--- config.mk ---
export PLATFORM = sky130hd
export DESIGN_NAME = ms_uart_rx_param
export DESIGN_NICKNAME = d
export VERILOG_FILES = /design/src/rtl/ms_uart_pkg.sv /design/src/rtl/ms_uart_baud_tick.sv /design/src/rtl/ms_uart_rx_param.sv
export SDC_FILE = /design/constraint.sdc
export NUM_CORES = 1
export LEC_CHECK = 0
export CELL_PAD_IN_SITES_DETAIL_PLACEMENT = 0
export CELL_PAD_IN_SITES_GLOBAL_PLACEMENT = 2
export CORE_ASPECT_RATIO = 1.5
export CORE_MARGIN = 2
export CORE_UTILIZATION = 38
export CTS_CLUSTER_SIZE = 30
export DETAILED_ROUTE_END_ITERATION = 6
export PLACE_DENSITY = 0.87
export REMOVE_ABC_BUFFERS = 1
export SLEW_MARGIN = 40
export SYNTH_ARGS = -nofsm -noshare
export SYNTH_HDL_FRONTEND = slang
export SYNTH_SLANG_ARGS = --single-unit
--- constraint.sdc ---
create_clock -name CLK -period 4.9 [get_ports CLK]
set_clock_uncertainty 0.2 [all_clocks]
set_input_delay 1.225 -clock CLK [delete_from_list [all_inputs] [get_ports CLK]]
set_output_delay 1.225 -clock CLK [all_outputs]
set_load 0.01 [all_outputs]
--- src/rtl/ms_uart_pkg.sv ---
// ms_uart_pkg: definitions shared by the parametrised UART receiver and the
// future parametrised transmitter.
//   parity_e    : parity mode encoding (matches the PARITY_MODE parameter)
//   rx_state_e  : receiver FSM states
//   SYNC_STAGES : depth of the RXD metastability synchroniser
//   maj3        : 2-of-3 majority helper used by the optional vote sampler
package ms_uart_pkg;

  localparam int SYNC_STAGES = 2;

  typedef enum logic [1:0] {
    PAR_NONE = 2'd0,
    PAR_EVEN = 2'd1,
    PAR_ODD  = 2'd2
  } parity_e;

  typedef enum logic [2:0] {
    IDLE   = 3'd0,
    START  = 3'd1,
    DATA   = 3'd2,
    PARITY = 3'd3,
    STOP   = 3'd4
  } rx_state_e;

  function automatic logic maj3(input logic a, input logic b, input logic c);
    return (a & b) | (a & c) | (b & c);
  endfunction

endpackage

--- src/rtl/ms_uart_baud_tick.sv ---
// ms_uart_baud_tick: runtime-programmable baud tick generator.
// A counter runs 0..div and emits a one-cycle tick when it equals div, then
// wraps to 0. div=0 ticks every cycle. A new div is picked up naturally at the
// next wrap; if div is lowered below the current count, the counter wraps at
// once without a tick.
// Ports:
//   clk  : system clock
//   rst  : asynchronous active-high reset
//   div  : tick period minus one, in clk cycles
//   tick : one-cycle pulse, once per (div+1) cycles
module ms_uart_baud_tick #(
  parameter int DIV_W = 16
) (
  input  logic             clk,
  input  logic             rst,
  input  logic [DIV_W-1:0] div,
  output logic             tick
);

  logic [DIV_W-1:0] cnt_q;
  logic [DIV_W-1:0] cnt_d;

  always_comb begin
    tick  = 1'b0;
    cnt_d = cnt_q + DIV_W'(1);
    if (cnt_q >= div) begin
      tick  = (cnt_q == div);
      cnt_d = '0;
    end
  end

  always_ff @(posedge clk or posedge rst) begin
    if (rst) cnt_q <= '0;
    else     cnt_q <= cnt_d;
  end

endmodule

--- src/rtl/ms_uart_rx_param.sv ---
// ms_uart_rx_param: parametrised UART receiver (configurable data width,
// oversampling, parity and stop bits) with a valid/ready holding register.
// Optional build macro: MS_UART_RX_MAJORITY_EN -- when defined every bit is a
// 2-of-3 majority vote around the bit centre instead of a single sample.
// Ports:
//   CLK    : system clock (single domain)
//   RESETN : asynchronous reset, active-high despite its name
//   DIV    : baud tick period minus one, in CLK cycles
//   RXD    : asynchronous serial input, idle high
//   READY  : consumer accepts the held frame
//   DOUT   : received payload
//   VALID  : DOUT/PERR/FERR hold a fresh frame
//   PERR   : parity mismatch of the held frame
//   FERR   : a stop bit of the held frame sampled low
//   OVR    : one-cycle pulse, a completed frame was dropped
//   BUSY   : receiver FSM not idle
// Handshake: a frame is transferred on any cycle with VALID=1 and READY=1;
// VALID stays high and DOUT/PERR/FERR stay stable until that happens. A frame
// completing while VALID=1 and READY=0 is dropped (OVR pulses); a frame
// completing in the accept cycle replaces the old one and VALID stays high.
module ms_uart_rx_param
  import ms_uart_pkg::*;
#(
  parameter int DATA_BITS   = 8,
  parameter int OVERSAMPLE  = 16,
  parameter int PARITY_MODE = 1,
  parameter int STOP_BITS   = 1,
  parameter int DIV_W       = 16
) (
  input  logic                 CLK,
  input  logic                 RESETN,
  input  logic [DIV_W-1:0]     DIV,
  input  logic                 RXD,
  input  logic                 READY,
  output logic [DATA_BITS-1:0] DOUT,
  output logic                 VALID,
  output logic                 PERR,
  output logic                 FERR,
  output logic                 OVR,
  output logic                 BUSY
);

  localparam int SC_W  = $clog2(OVERSAMPLE);
  localparam int IDX_W = $clog2(DATA_BITS);

  localparam logic [SC_W-1:0]  SC_LAST    = SC_W'(OVERSAMPLE - 1);
  localparam logic [SC_W-1:0]  SC_HALF_M1 = SC_W'(OVERSAMPLE / 2 - 1);
  localparam logic [IDX_W-1:0] IDX_LAST   = IDX_W'(DATA_BITS - 1);
  localparam logic             STOP_LAST  = (STOP_BITS == 2);
  localparam parity_e PMODE = (PARITY_MODE == 1) ? PAR_EVEN :
                              (PARITY_MODE == 2) ? PAR_ODD  : PAR_NONE;

  logic tick;

  ms_uart_baud_tick #(.DIV_W(DIV_W)) u_baud (
    .clk  (CLK),
    .rst  (RESETN),
    .div  (DIV),
    .tick (tick)
  );

  // RXD synchroniser; idles high so reset does not look like a start bit.
  logic [SYNC_STAGES-1:0] sync_q;
  logic [SYNC_STAGES-1:0] sync_d;
  logic                   rxs;

  assign sync_d = {sync_q[SYNC_STAGES-2:0], RXD};
  assign rxs    = sync_q[SYNC_STAGES-1];

  rx_state_e            state_q, state_d;
  logic [SC_W-1:0]      sc_q, sc_d;
  logic [IDX_W-1:0]     idx_q, idx_d;
  logic                 stop_idx_q, stop_idx_d;
  logic [DATA_BITS-1:0] shift_q, shift_d;
  logic                 perr_p_q, perr_p_d;
  logic                 ferr_p_q, ferr_p_d;
  logic [DATA_BITS-1:0] dout_q, dout_d;
  logic                 valid_q, valid_d;
  logic                 perr_q, perr_d;
  logic                 ferr_q, ferr_d;
  logic                 ovr_q, ovr_d;
  logic                 complete;
  logic                 bit_s;
  logic                 start_s;
  logic                 exp_par;

`ifdef MS_UART_RX_MAJORITY_EN
  localparam logic [SC_W-1:0] SC_MID    = SC_W'(OVERSAMPLE / 2);
  localparam logic [SC_W-1:0] SC_MID_M2 = SC_W'(OVERSAMPLE / 2 - 2);
  localparam logic [SC_W-1:0] SC_MID_M3 = SC_W'(OVERSAMPLE / 2 - 3);

  logic [1:0] vote_q, vote_d;
  logic       maj_q, maj_d;

  // Data/parity/stop bits vote over MID-2..MID and hold the result until the
  // bit is consumed at SC_LAST. The start bit votes over the three ticks
  // ending at its decision point so frame timing matches the single-sample
  // build.
  always_comb begin
    vote_d = vote_q;
    maj_d  = maj_q;
    if (tick && (state_q != IDLE)) begin
      if (state_q == START) begin
        if (sc_q == SC_MID_M3) vote_d[0] = rxs;
        if (sc_q == SC_MID_M2) vote_d[1] = rxs;
      end else begin
        if (sc_q == SC_MID_M2) vote_d[0] = rxs;
        if (sc_q == SC_HALF_M1) vote_d[1] = rxs;
        if (sc_q == SC_MID) maj_d = maj3(vote_q[0], vote_q[1], rxs);
      end
    end
  end

  assign bit_s   = maj_q;
  assign start_s = maj3(vote_q[0], vote_q[1], rxs);
`else
  assign bit_s   = rxs;
  assign start_s = rxs;
`endif

  assign exp_par = (PMODE == PAR_ODD) ? ~^shift_q : ^shift_q;

  // Receiver FSM: next state and per-frame datapath.
  always_comb begin
    state_d    = state_q;
    sc_d       = sc_q;
    idx_d      = idx_q;
    stop_idx_d = stop_idx_q;
    shift_d    = shift_q;
    perr_p_d   = perr_p_q;
    ferr_p_d   = ferr_p_q;
    complete   = 1'b0;
    if (tick) begin
      case (state_q)
        IDLE: begin
          if (!rxs) begin
            state_d = START;
            sc_d    = '0;
          end
        end
        START: begin
          sc_d = sc_q + SC_W'(1);
          if (sc_q == SC_HALF_M1) begin
            sc_d = '0;
            if (start_s) begin
              state_d = IDLE;
            end else begin
              state_d    = DATA;
              idx_d      = '0;
              stop_idx_d = 1'b0;
              perr_p_d   = 1'b0;
              ferr_p_d   = 1'b0;
            end
          end
        end
        DATA: begin
          sc_d = sc_q + SC_W'(1);
          if (sc_q == SC_LAST) begin
            sc_d           = '0;
            shift_d[idx_q] = bit_s;
            if (idx_q == IDX_LAST) state_d = (PMODE == PAR_NONE) ? STOP : PARITY;
            else                   idx_d   = idx_q + IDX_W'(1);
          end
        end
        PARITY: begin
          sc_d = sc_q + SC_W'(1);
          if (sc_q == SC_LAST) begin
            sc_d     = '0;
            perr_p_d = (bit_s != exp_par);
            state_d  = STOP;
          end
        end
        STOP: begin
          sc_d = sc_q + SC_W'(1);
          if (sc_q == SC_LAST) begin
            sc_d = '0;
            if (!bit_s) ferr_p_d = 1'b1;
            if (stop_idx_q == STOP_LAST) begin
              complete = 1'b1;
              state_d  = IDLE;
            end else begin
              stop_idx_d = 1'b1;
            end
          end
        end
        default: state_d = IDLE;
      endcase
    end
  end

  // Holding register and overrun detection.
  always_comb begin
    dout_d  = dout_q;
    valid_d = valid_q;
    perr_d  = perr_q;
    ferr_d  = ferr_q;
    ovr_d   = 1'b0;
    if (complete) begin
      if (valid_q && !READY) begin
        ovr_d = 1'b1;
      end else begin
        dout_d  = shift_q;
        perr_d  = perr_p_d;
        ferr_d  = ferr_p_d;
        valid_d = 1'b1;
      end
    end else if (valid_q && READY) begin
      valid_d = 1'b0;
    end
  end

  always_ff @(posedge CLK or posedge RESETN) begin
    if (RESETN) begin
      sync_q     <= '1;
      state_q    <= IDLE;
      sc_q       <= '0;
      idx_q      <= '0;
      stop_idx_q <= 1'b0;
      shift_q    <= '0;
      perr_p_q   <= 1'b0;
      ferr_p_q   <= 1'b0;
      dout_q     <= '0;
      valid_q    <= 1'b0;
      perr_q     <= 1'b0;
      ferr_q     <= 1'b0;
      ovr_q      <= 1'b0;
`ifdef MS_UART_RX_MAJORITY_EN
      vote_q     <= 2'b11;
      maj_q      <= 1'b1;
`endif
    end else begin
      sync_q     <= sync_d;
      state_q    <= state_d;
      sc_q       <= sc_d;
      idx_q      <= idx_d;
      stop_idx_q <= stop_idx_d;
      shift_q    <= shift_d;
      perr_p_q   <= perr_p_d;
      ferr_p_q   <= ferr_p_d;
      dout_q     <= dout_d;
      valid_q    <= valid_d;
      perr_q     <= perr_d;
      ferr_q     <= ferr_d;
      ovr_q      <= ovr_d;
`ifdef MS_UART_RX_MAJORITY_EN
      vote_q     <= vote_d;
      maj_q      <= maj_d;
`endif
    end
  end

  assign DOUT  = dout_q;
  assign VALID = valid_q;
  assign PERR  = perr_q;
  assign FERR  = ferr_q;
  assign OVR   = ovr_q;
  assign BUSY  = (state_q != IDLE);

endmodule
* Word level (Yosys, flattened, before mapping)
Cells that the tools add are included.
Word-level totals: flip-flop bits (word level) 51, input bits 20, output and inout port bits 13, logic and storage cells 107
Cells by class: $add $sub $neg 3, order comparisons 3, eq/ne operators 19, mux-type cells 48, bitwise gates (word level) 1, reductions and logical operators 19
Operators with widths (number):
- $mux 3 | 11
- $mux 1 | 24
- $ne 2x2->1 const B | 10
- $add 16x1->16 const B | 1
- $eq 16x16->1 | 1
- $ge 16x16->1 | 1
- $mux 16 | 1
- $pmux 3 s5 | 1
- $mux 4 | 3
- $pmux 4 s3 | 1
- $bwmux 8 | 1
- $reduce_and 8->1 | 1
- $reduce_xor 8->1 | 1
- $eq 3x2->1 const B | 2
- $eq 3x3->1 const B | 2
- $pmux 1 s2 | 3
- $pmux 3 s2 | 1
- $reduce_and 3->1 | 2
- $reduce_and 6->1 | 1
- $reduce_bool 2->1 | 3
- $reduce_bool 3->1 | 2
- $reduce_and 5->1 | 1
- $add 4x1->4 const B | 1
- $eq 4x3->1 const B | 1
- 14 further kinds | 17

* Logic depth before layout (Yosys ltp)
word-level depth 6, mapped depth 9, mapped depth without buffers 7

* By module
Synthesis repeated with hierarchy kept, for this count alone.
Second synthesis, totals: cells, all modules 286, area total of the unflattened synthesis 3057.9 um^2
Modules (own cells, without submodules):
- ms_uart_rx_param | instances 1, cells an instance 154, area each 1814.2 um^2, seq. area each 853.3 um^2
- ms_uart_baud_tick | instances 1, cells an instance 132, area each 1243.7 um^2, seq. area each 400.4 um^2

* Worst setup path after synthesis
No wires, ideal clock.
path type input port to flip-flop, from input DIV[11], to register shift_q[1], setup time 0.125 ns, arrival time 3.115 ns, data required time 4.575 ns, slack 1.461 ns, cell stages on the path 7, path buffers 0, cells stage by stage inv_1 ha_1 nand4_1 or4_1 or3_4 nor3b_2 mux2_2
On the way: cells in the longest elaborated chain, start to end 3, elaborated cells on any way between the ends 4, classes of those cells order compare (1); eq/ne (1); mux (1); reduce/logical (1)
Ends and longest elaborated chain:
- start: declaration | RTL line ms_uart_rx_param.sv:32 | input logic [DIV_W-1:0] DIV,
- $ge 16x16->1 or $eq 16x16->1 (tied branches) | RTL line ms_uart_baud_tick.sv:26, ms_uart_baud_tick.sv:27
- $mux 1 * | RTL line ms_uart_baud_tick.sv:26 | if (cnt_q >= div) begin
- $reduce_and 3->1 (no line) *
- end signal: assignment | RTL line ms_uart_rx_param.sv:237 | shift_q <= shift_d;
- end: declaration | RTL line ms_uart_rx_param.sv:74 | logic [DATA_BITS-1:0] shift_q, shift_d;
Mark *: on every way between the ends. The rest lies on a longest branch, timed or not. A chain may end at the register's enable or synchronous reset.

* Worst setup path in the final report
from input DIV[2], to register shift_q[0]
The elaborated chain is that of the path after synthesis.

==> impl_metrics.py <==
metrics = {
    "finish": {
        "antenna_cells": 0,
        "fillerInstances": 722,
        "mostFrequentLayoutCell": "dfrtp_1",
        "fin_nets": 359,
        "area_growth_pct": 18.0,
        "layout_common_cells": "dfrtp_1, clkdlybuf4s50_1, inv_1, nand2_1, nor3_1",
        "finalNonFillerCells": 419,
        "drive_gt1_share_pct": 11.3,
        "final_util_pct": 46.4,
    },
    "outcome": {
        "outcome": "finished clean",
    },
    "floorplanning": {
        "die_h_microns": 110,
        "start_util_pct": 39.3,
        "coreArea_sq_um": 7230,
        "die_area_sq_um": 8200,
        "fp.dieW_microns": 74.6,
        "rows": 38,
        "io_pins": 33,
    },
    "yosys": {
        "ys_types": 45,
        "syn_avg_cell_area_sq_um": 9.90,
        "yosysWarningCount": 0,
        "synth.top_cell.area_share_pct": 42.3,
        "ys_seq_area_share_pct": 44.1,
        "ys_ff_latch": 50,
        "netlist_instances": 287,
        "synth.area.top_cells": "dfrtp_1, ha_1, mux2_2, xnor2_1, nor3_1",
        "post_synth_instance_area_sq_um": 2840,
        "synth_top_cell_by_area": "dfrtp_1",
    },
    "timing": {
        "fin_crit_sh_pct": 76.7,
        "rsz0062_at_grt": "false",
        "tightest_slew_ps": 637,
        "tns_ps": 0,
        "hold_viol_final": 0,
        "period_minus_slack_ps": 3760,
        "max-slew-margin-rel_pct": 57.6,
        "setup_viol": 0,
        "slew_viol_final": 0,
        "fmax_mhz": 266,
    },
    "worst_setup_path": {
        "timing.rr.end": "shift_q[0]",
        "rrSetupSlack_ps": 2070,
        "critPathBufInv": 2,
        "path_delay_family": "simple AND/OR/NAND/NOR gates",
        "endpoint_kind": "flop",
        "crit_fanout": 5,
        "required_ps": 4910,
        "slowest_stage": "or4_1",
        "path_class": "in2reg",
        "crit_path_start_kind": "primary input",
        "reg2reg_from": "u_baud.cnt_q[0]",
        "cpPeakStageDelay_ps": 600,
        "timing.reg2reg.worst_path_depth": 7,
        "crit_start": "DIV[2]",
        "crit_chain": "clkdlybuf4s50_1 -> inv_1 -> ha_1 -> nand4_1 -> or4_1 -> or3_4 -> nor3_1 -> mux2_2",
        "arrival_ps": 3770,
    },
    "clock_tree": {
        "clkLatencyLatePin_ps": 310,
        "cts_resized": 0,
        "numCtsBuffers": 5,
        "clock_sinks": 50,
        "postCtsSetupBuffers": 0,
        "clk_path_buf_depth": 2,
        "cts_tree": "done",
        "ctsHoldBuffers": 0,
        "root_buffer": "clkbuf_8",
        "cts_max_level": 2,
        "clk_pin_slew_ps": 100,
    },
    "detailed_routing": {
        "drtAntennaViolNets": 0,
        "vias": 2118,
        "totalWireLength_microns": 5770,
        "dr.pass1.iters": 4,
        "drt_iter0_markers": 127,
        "drc": 0,
        "viasPerCell": 5.05,
        "wire_per_inst_microns": 13.8,
    },
    "worst_hold_path": {
        "hold_class": "reg2reg",
        "holdPathStages": 0,
        "worstHoldEndpoint": "sync_q[1]",
        "hp-start": "sync_q[0]",
    },
    "global_routing": {
        "first_global_vias": 2089,
        "grt_pass1_wl_microns": 9800,
        "overflow": 0,
        "grtUsageTotal_pct": 15.8,
        "grt_max_degree": 51,
        "grt_antenna_before_repair": 0,
    },
    "placed_design": {
        "portBuffers": 32,
        "hpwlAfterDp_microns": 4290,
        "dp_cells": 412,
        "place_congestion": 0.848,
    },
    "flow_run": {
        "drv_cap": 0,
    },
    "power": {
        "ir_drop_mv": 0.175,
        "power.leakage_nw": 1.49,
        "power_density_nw_per_um2": 272,
    },
}
state kept, by name (all words and copies together) (netlist names):
| name | cells |
|---|---|
| FERR | 1 |
| VALID | 1 |
| sc_q | 4 |
| PERR | 1 |
| u_baud.cnt_q | 16 |
| state_q | 3 |
| DOUT | 8 |
| ferr_p_q | 1 |
| idx_q | 3 |
| shift_q | 8 |
| OVR | 1 |
| perr_p_q | 1 |
| sync_q | 2 |
Yosys cell counts (all sizes together):
library cell	number
a22o	1
nor2	13
mux2i	2
o41ai	2
or4	1
buf	4
nor4	3
or3	1
nor3	22
nand3b	3
a21oi	8
or2	1
ha	20
xnor2	17
dfrtp	48
o2111ai	1
nand4	8
clkbuf	7
o31ai	3
a32oi	1
o21bai	1
a31oi	1
nor4b	1
nand3	13
a221oi	1
nor2b	2
o21ai	11
o211a	1
and3	2
or3b	1
dfstp	2
o21a	1
o311ai	1
xor2	6
mux2	17
o22ai	1
nand2	23
nor3b	3
inv	25
nand2b	8
cell families (layout without fill, tap and decap cells):
kind of cell    count (synthesis)  count (layout)  share of synthesized area [%]
simple gates                  105             105                           19.8
flops                          50              50                           44.1
buf+inv                        36              68                           5.07
compound gates                 34              34                           7.62
xor+xnor                       23              23                           7.09
fa+ha+maj                      20              20                           8.81
mux                            19              19                           7.44
worst max-delay path by stage:
stage	slack [ps]	cells past startpoint	endpoint
finish	1140	8	shift_q[0]
global route	1000	8	idx_q[0]
global placement	790	10	DOUT[6]
CTS	1100	8	shift_q[0]
floorplan	1200	7	DOUT[1]
detailed placement	770	8	shift_q[0]
area by class of cell:
class | instances | area, sq um | share of cell area [%]
tap | 100 | 125 | 3.73
sequential | 50 | 1250 | 37.4
clock inverter | 2 | 15.0 | 0.448
multi-input combinational | 201 | 1440 | 43.0
clock buffer | 5 | 68.8 | 2.05
inverter | 25 | 96.3 | 2.87
timing repair buffer | 36 | 350 | 10.5
report_power, final:
part | internal [mW] | switching, mW
clock | 0.0977 | 0.139
combinational | 0.0880 | 0.0858
sequential | 0.449 | 0.0516
total | 0.635 | 0.276
per-layer routing:
metal | track usage (%) | routed length [microns] | part of all wire, % | vias to the layer above
met5 | 0 | 0 | 0 | -
met3 | 3.12 | 162 | 2.8 | 8
met4 | 5.36 | 102 | 1.8 | 0
met2 | 28.8 | 3090 | 54 | 28
li1 | - | - | - | 1064
met1 | 18.0 | 2420 | 42 | 1018
per-stage QoR:
step,hold WS (ps),power (mW),cell area [sq um],worst slack [ps]
global route,165,0.984,3350,1000
detailed placement,152,0.687,3270,767
global placement,146,0.683,3270,792
floorplan,145,0.629,2790,1200
finish,163,0.911,3350,1140
CTS,165,0.930,3350,1100
No activity file was read; power rests on OpenSTA's default activity.
